$ cat src/rtl/led_seq_ctrl.sv
// Pattern-table LED sequencer: steps through {rep, div} entries, loading each divider
// into an external blink counter and advancing after rep counted LED toggles.
module led_seq_ctrl #(
    parameter int NSTEP = 8
) (
    input  logic        clk100,
    input  logic        rst,
    input  logic        cfg_we_i,
    input  logic [2:0]  cfg_addr_i,
    input  logic [19:0] cfg_data_i,
    input  logic [2:0]  len_i,
    input  logic        loop_i,
    input  logic        start_i,
    input  logic        stop_i,
    input  logic        led_i,
    output logic [11:0] div_o,
    output logic        wren_o,
    output logic        busy_o,
    output logic        done_o,
    output logic [2:0]  step_o
);

    typedef enum logic [1:0] {
        S_IDLE,
        S_LOAD,
        S_RUN,
        S_DONE
    } state_t;

    state_t      r_state;
    state_t      w_next;
    logic [19:0] r_table [NSTEP];
    logic [2:0]  r_idx;
    logic [2:0]  w_idx_next;
    logic [11:0] r_div;
    logic [7:0]  r_rep;
    logic [7:0]  r_cnt;
    logic [7:0]  w_cnt_next;
    logic [7:0]  w_cnt_inc;
    logic        r_led_d;
    logic        r_first;
    logic [19:0] w_entry;
    logic        w_tog;
    logic        w_count;
    logic        w_step_end;

    assign w_entry    = (int'(r_idx) < NSTEP) ? r_table[r_idx] : '0;
    assign w_tog      = led_i ^ r_led_d;
    // The flip seen in the first RUN cycle is the blink counter reacting to wren_o.
    assign w_count    = (r_state == S_RUN) && w_tog && !r_first;
    assign w_cnt_inc  = r_cnt + 8'd1;
    // rep == 0 matches once the 8-bit counter wraps, i.e. after 256 toggles.
    assign w_step_end = w_count && (w_cnt_inc == r_rep);

    assign div_o  = (r_state == S_LOAD) ? w_entry[11:0] : r_div;
    assign step_o = r_idx;

    always_comb begin
        w_next     = r_state;
        w_idx_next = r_idx;
        w_cnt_next = r_cnt;
        wren_o     = 1'b0;
        busy_o     = 1'b0;
        done_o     = 1'b0;
        case (r_state)
            S_IDLE: begin
                if (start_i) begin
                    w_idx_next = '0;
                    w_next     = S_LOAD;
                end
            end
            S_LOAD: begin
                wren_o     = 1'b1;
                busy_o     = 1'b1;
                w_cnt_next = '0;
                w_next     = S_RUN;
            end
            S_RUN: begin
                busy_o = 1'b1;
                if (w_count) w_cnt_next = w_cnt_inc;
                if (w_step_end) begin
                    if (r_idx < len_i) begin
                        w_idx_next = r_idx + 3'd1;
                        w_next     = S_LOAD;
                    end else if (loop_i) begin
                        w_idx_next = '0;
                        w_next     = S_LOAD;
                    end else begin
                        w_next = S_DONE;
                    end
                end
            end
            S_DONE: begin
                done_o = 1'b1;
                w_next = S_IDLE;
            end
            default: w_next = S_IDLE;
        endcase
        if (stop_i) begin
            w_next     = S_IDLE;
            w_idx_next = r_idx;
            w_cnt_next = r_cnt;
        end
    end

    always_ff @(posedge clk100) begin
        if (rst) begin
            r_state <= S_IDLE;
            r_table <= '{default: '0};
            r_idx   <= '0;
            r_div   <= '0;
            r_rep   <= '0;
            r_cnt   <= '0;
            r_led_d <= 1'b0;
            r_first <= 1'b0;
        end else begin
            r_state <= w_next;
            r_idx   <= w_idx_next;
            r_cnt   <= w_cnt_next;
            r_led_d <= led_i;
            r_first <= (r_state == S_LOAD);
            // rep is latched with div so a table rewrite mid-step only affects the next load.
            if (r_state == S_LOAD) begin
                r_div <= w_entry[11:0];
                r_rep <= w_entry[19:12];
            end
            if (cfg_we_i && (int'(cfg_addr_i) < NSTEP)) r_table[cfg_addr_i] <= cfg_data_i;
        end
    end

endmodule
$ cat config.mk
export PLATFORM = sky130hd
export DESIGN_NAME = led_seq_ctrl
export DESIGN_NICKNAME = d
export VERILOG_FILES = /design/src/rtl/led_seq_ctrl.sv
export SDC_FILE = /design/constraint.sdc
export NUM_CORES = 1
export LEC_CHECK = 0
export CAP_MARGIN = 10
export CORE_ASPECT_RATIO = 0.8
export CORE_MARGIN = 4
export CORE_UTILIZATION = 45
export DETAILED_ROUTE_END_ITERATION = 10
export PLACE_DENSITY = 0.71
export SLEW_MARGIN = 10
export SYNTH_ARGS = -nofsm -noshare
export SYNTH_HDL_FRONTEND = slang
export SYNTH_SLANG_ARGS = --single-unit
$ cat constraint.sdc
create_clock -name clk100 -period 2.8 [get_ports clk100]
set_clock_uncertainty 0.15 [all_clocks]
set_input_delay 0.84 -clock clk100 [delete_from_list [all_inputs] [get_ports clk100]]
set_output_delay 0.84 -clock clk100 [all_outputs]
set_load 0.02 [all_outputs]
* Word level (Yosys, flattened, before mapping)
Index checks and enable logic that the tools add are counted.
** Storage, ports and cells
- Output and inout port bits :: 18
- Bits of input ports :: 33
- Flip-flop bits (word level) :: 195
** Cells by class
- $lt $le $gt $ge :: 4
- Mux-type cells :: 22
- Bitwise logic cells :: 4
- Equal/unequal tests :: 8
- Reductions and logical operators :: 13
- Add/subtract/negate cells :: 2
** Operators by type and width (number)
- bitwise mux 160 bit :: 1
- binary-select mux 20 bit (select 3 bit) :: 1
- demux 20 bit (select 3 bit) :: 1
- two-way mux 20 bit :: 3
- case mux 8 bit (2 select lines) :: 1
- two-way mux 12 bit :: 1
- two-way mux 3 bit :: 4
- adder 8 x 1 -> 8 bit (second input constant) :: 1
- equality test 8 bit :: 1
- >= comparator 4 bit (second input constant) :: 2
- two-way mux 2 bit :: 4
- two-way mux 8 bit :: 1
- NOT 3 -> 4 bit :: 2
- case mux 2 bit (4 select lines) :: 1
- inequality test 2 bit (second input constant) :: 3
- case mux 3 bit (2 select lines) :: 1
- AND reduction 5 bit :: 1
- equality test 2 bit (second input constant) :: 2
- logical AND 1 bit :: 4
- < comparator 4 x 1 -> 1 bit (second input constant) :: 1
- nonzero test 2 bit :: 2
- OR reduction 2 bit :: 2
- adder 3 x 1 -> 3 bit (second input constant) :: 1
- < comparator 3 bit :: 1
- other kinds (9) :: 11

* Longest topological paths before layout
- Depth in word-level cells :: 6
- Gate-level depth with buffers :: 10

* Least setup slack after synthesis
OpenSTA, ideal clock, no wires.
- Path kind :: register to output
- Start :: register r_idx[0], in the netlist step_o[0]
- End :: output div_o[1]
- Required time :: 1810 ps
- Path slack :: -52 ps
- Buffers on the path :: 2
- Arrival :: 1862 ps
- Stages on the path, launching flop included :: 6
- Path through :: dfxtp_1 -> clkbuf_1 -> buf_2 -> mux4_2 -> mux2i_1 -> a21oi_1
** Between the ends
- Cells in the longest elaborated chain, start to end :: 5
** RTL lines
- from (decl) :: line 33 : logic [2:0] r_idx;
- from (signal assigned) :: line 118 : r_idx <= w_idx_next;
- NOT 3 -> 4 bit (not written as such) :: line 47 : assign w_entry = (int'(r_idx) < NSTEP) ? r_table[r_idx] : '0;
- binary-select mux 20 bit (select 3 bit) :: line 47
- two-way mux 20 bit (not written as such) (2 in a row) :: line 47
- two-way mux 12 bit
- to (decl) :: line 16 : output logic [11:0] div_o,
No other way between the ends. The select of a mux whose other input is x is not followed.

* Final worst setup path
- Start :: register r_idx[0], in the netlist step_o[0]
- End :: output div_o[6]
Same word-level chain as after synthesis.

==> impl_results.md <==
- WS Path Type: reg2out
- Main combinational cell family by area after synthesis: simple AND/OR/NAND/NOR gates
- Actual slew at the worst max-slew pin: ~550 ps
- Post-Place Worst Slack: -224 ps
- IO buf count: 50
- Synth Area in Simple Gates: 0.205
- Layout cell share with drive strength beyond 1: 0.159
- Top Usage Layer GRT: met1
- Mapped Cells: just over 1000
- Switching power total: 1.45 mW
- Fin cells: 1312
- Clk network pwr share: 0.438
- Final hold viol count: 0
- Reg power frac: 0.480
- DPL Wire Length: 14400 µm
- Post-synthesis mux area share: 0.134
- Top FF cell, synth: dfxtp_1
- Max clock buf depth: 2
- CTS sink cnt: 195
- Setup TNS: -2400 ps
- Synthesized Nets: 1066
- Register area share after synthesis: 0.455
- Post-synth top cells: nand2_1 (334), dfxtp_1 (195), a21oi_1 (183)
- VDD IR-drop max: 0.421 mV
- P per Cell Area: 582 nW/µm²
- Maxcap violations: 0
- Critical Path AT: between 2000 and 2500 ps
- Setup crit start: step_o[0]$_SDFFE_PP0P_
- First-pass DRT Iterations: 5
- Critical Path Fanout Max: 5
- Net Sw Frac: 0.242
- Antenna violations before repair: 0
- Worst endpoint required time: 1810 ps
- Skew-Pair Late Insertion Delay: 440 ps
- TritonCTS Buffers: 17
- Failing checks: setup timing
- Status: finished, violations left
- RePlAce Congestion: 0.805
- Leak: 3.50 nW
- Vias: 7200
- Type of origin of the critical path: flop
- Internal power: 4.55 mW
- Relative slew slack: 0.636
- Smallest hold slack: between 300 and 400 ps
- Final net count: ~1100
- Grt met1 use: 0.325
- Yosys top cell area share: 0.455
- Die X: 162 µm
- Final Critical Period: between 3000 and 4000 ps
- Die area: ~21000 µm²
- Fin area: 10300 µm²
- Final cycle utilization of the critical path: 1.09
- Post-route ant nets: 0
- TritonCTS clock tree: yes
- Synthesis-stage register bit count: 195
- Mapped Area: around 8600 µm²
- Routed wire length: 23600 µm
- Synth Area in Compound Gates: 0.136
- Diodes inserted: 0
- F_max: approximately 330 MHz
- Clock transition at the registers of the reported paths: 70 ps
- Yosys cell types: 44
- Post-Synth XOR/XNOR Area: 0.00918
- Row count: 44
- DRC Markers: 0
- Most common cell in the synthesized netlist: nand2_1
- RSZ-0062 raised after global routing: yes
- Area delta synth->final: 19.9%
- First-pass GRT wire length: approximately 37000 µm
- EDFF count, synth: 0
- Vias in the first global route: 6650
- Max-slew violation count: 0
- Setup-failing EPs final: 12
- Die H: approximately 130 µm
- Worst setup margin: -249 ps
- Hold Path Class: reg2reg
- Critical R2R Launch: r_cnt[0]$_SDFFE_PP0P_
- Gr ovfl total: 0
- Core area: 18400 µm²
- GRT Total Usage: 0.216
- Root Buffer: clkbuf_16
- Ranking of synthesized cells by area: dfxtp_1 (45%), nand2_1 (15%), a21oi_1 (11%)
- H-Tree Level Count: 4
- Combinational power share: 0.082
- Hold_sp: r_table[92]$_SDFFE_PP0P_
- YS warnings: 0
- Dpl cell area: 9500 µm²
- Ports: approximately 50
- CP endpoint kind: output port
- Post-Synth Adder-Cell Area: 0.0117
- M2 GR Usage: 0.318
- Largest net degree at the start of global routing: 128
- Initial core utilization: 0.466
- Wire per inst: around 18 µm
- 1st-iter DRT viols: 902
- Share of synthesized registers carrying an async set or reset: 0
- Placed cells: about 1300
- Cts hold-fix bufs: 0
- Met3 Usage GRT: 0.0482
- Vias per inst: 5.49
- Yosys top cell by area: dfxtp_1
- Syn avg cell area: 8.38 µm²
[cells by family (layout without fill, tap and decap cells)]
kind of cell | Yosys count | count (layout)
compound gates | 212 | 212
xor+xnor | 9 | 9
fa+ha+maj | 8 | 8
buf+inv | 104 | 138
flops | 195 | 195
mux | 65 | 65
simple gates | 432 | 432
[layout by cell type (no fill, tap or decap), types with 6 or more instances in the layout]
cell             netlist  final
dfxtp_1              195    193
clkdlybuf4s50_1        0     33
nand2_1              334    334
ha_1                   8      8
a21oi_1              183    173
buf_12                 0     13
nand3_1                9      9
nand2b_1               9      9
mux2i_1               25     18
a211oi_1               8      8
nor2_1                42     42
buf_4                  1     41
nor2b_1               17     17
mux4_2                40     40
a21o_1                 6      6
buf_6                  0      6
clkbuf_16              0     19
a21oi_2                0     10
[metrics by stage]
| stage | total power, mW | util |
|---|---|---|
| global placement | 3.41 | 0.515 |
| global route | 6.18 | 0.559 |
| CTS | 6.00 | 0.549 |
| detailed placement | 3.42 | 0.515 |
| floorplan | 3.23 | - |
| finish | 6.00 | 0.559 |
[layout make-up]
type,count,area [µm²]
clock buffers,17,425
clock inverters,14,203
fillers,1597,8140
inverters,6,22.5
multi-input cells,726,4350
flip-flops and latches,195,3910
well taps,253,317
repair buffers,101,1070
[worst max-delay path, stage by stage, from the launching register on]
cell and delay (ps):
dfxtp_4 440, clkbuf_16 190, mux4_2 520, mux2i_4 230, a21oi_2 90, buf_4 160
[per-layer routing]
metal,part of all wire,vias up
li1,-,3478
met1,0.46,3404
met2,0.45,297
met3,0.076,21
met4,0.0083,0
met5,0,-
[final timing paths]
path                               to  slack, ps  depth (start not counted)
max                          div_o[6]       -250                          5
min          r_table[92]$_SDFFE_PP0P_        300                          2
max reg2reg    step_o[0]$_SDFFE_PP0P_        240                          7
min reg2reg  r_table[92]$_SDFFE_PP0P_        300                          2
[flip-flops by register name, indices dropped and copies added (netlist names)]
register and flops:
r_first 1, step_o 3, r_table 160, r_state 2, r_rep 8, r_div 12
r_cnt 8, r_led_d 1
[timing repair]
action,4_1_cts,5_1_grt
setup buffers,3,3
endpoints found under the setup margin,15,12
gates cloned,0,2
resized for setup,60,30
pin swaps,2,7
[power by group through the flow]
| stage | Sequential (mW) | Clock [mW] | Combinational, mW |
|---|---|---|---|
| after floorplan | 2.93 | 0 | 0.296 |
| after global placement | 2.94 | 0 | 0.470 |
| after detailed placement | 2.94 | 0 | 0.477 |
| after CTS | 2.88 | 2.66 | 0.463 |
| after global routing | 2.88 | 2.76 | 0.534 |
| final | 2.88 | 2.63 | 0.495 |
No activity file was read; power rests on OpenSTA's default activity.
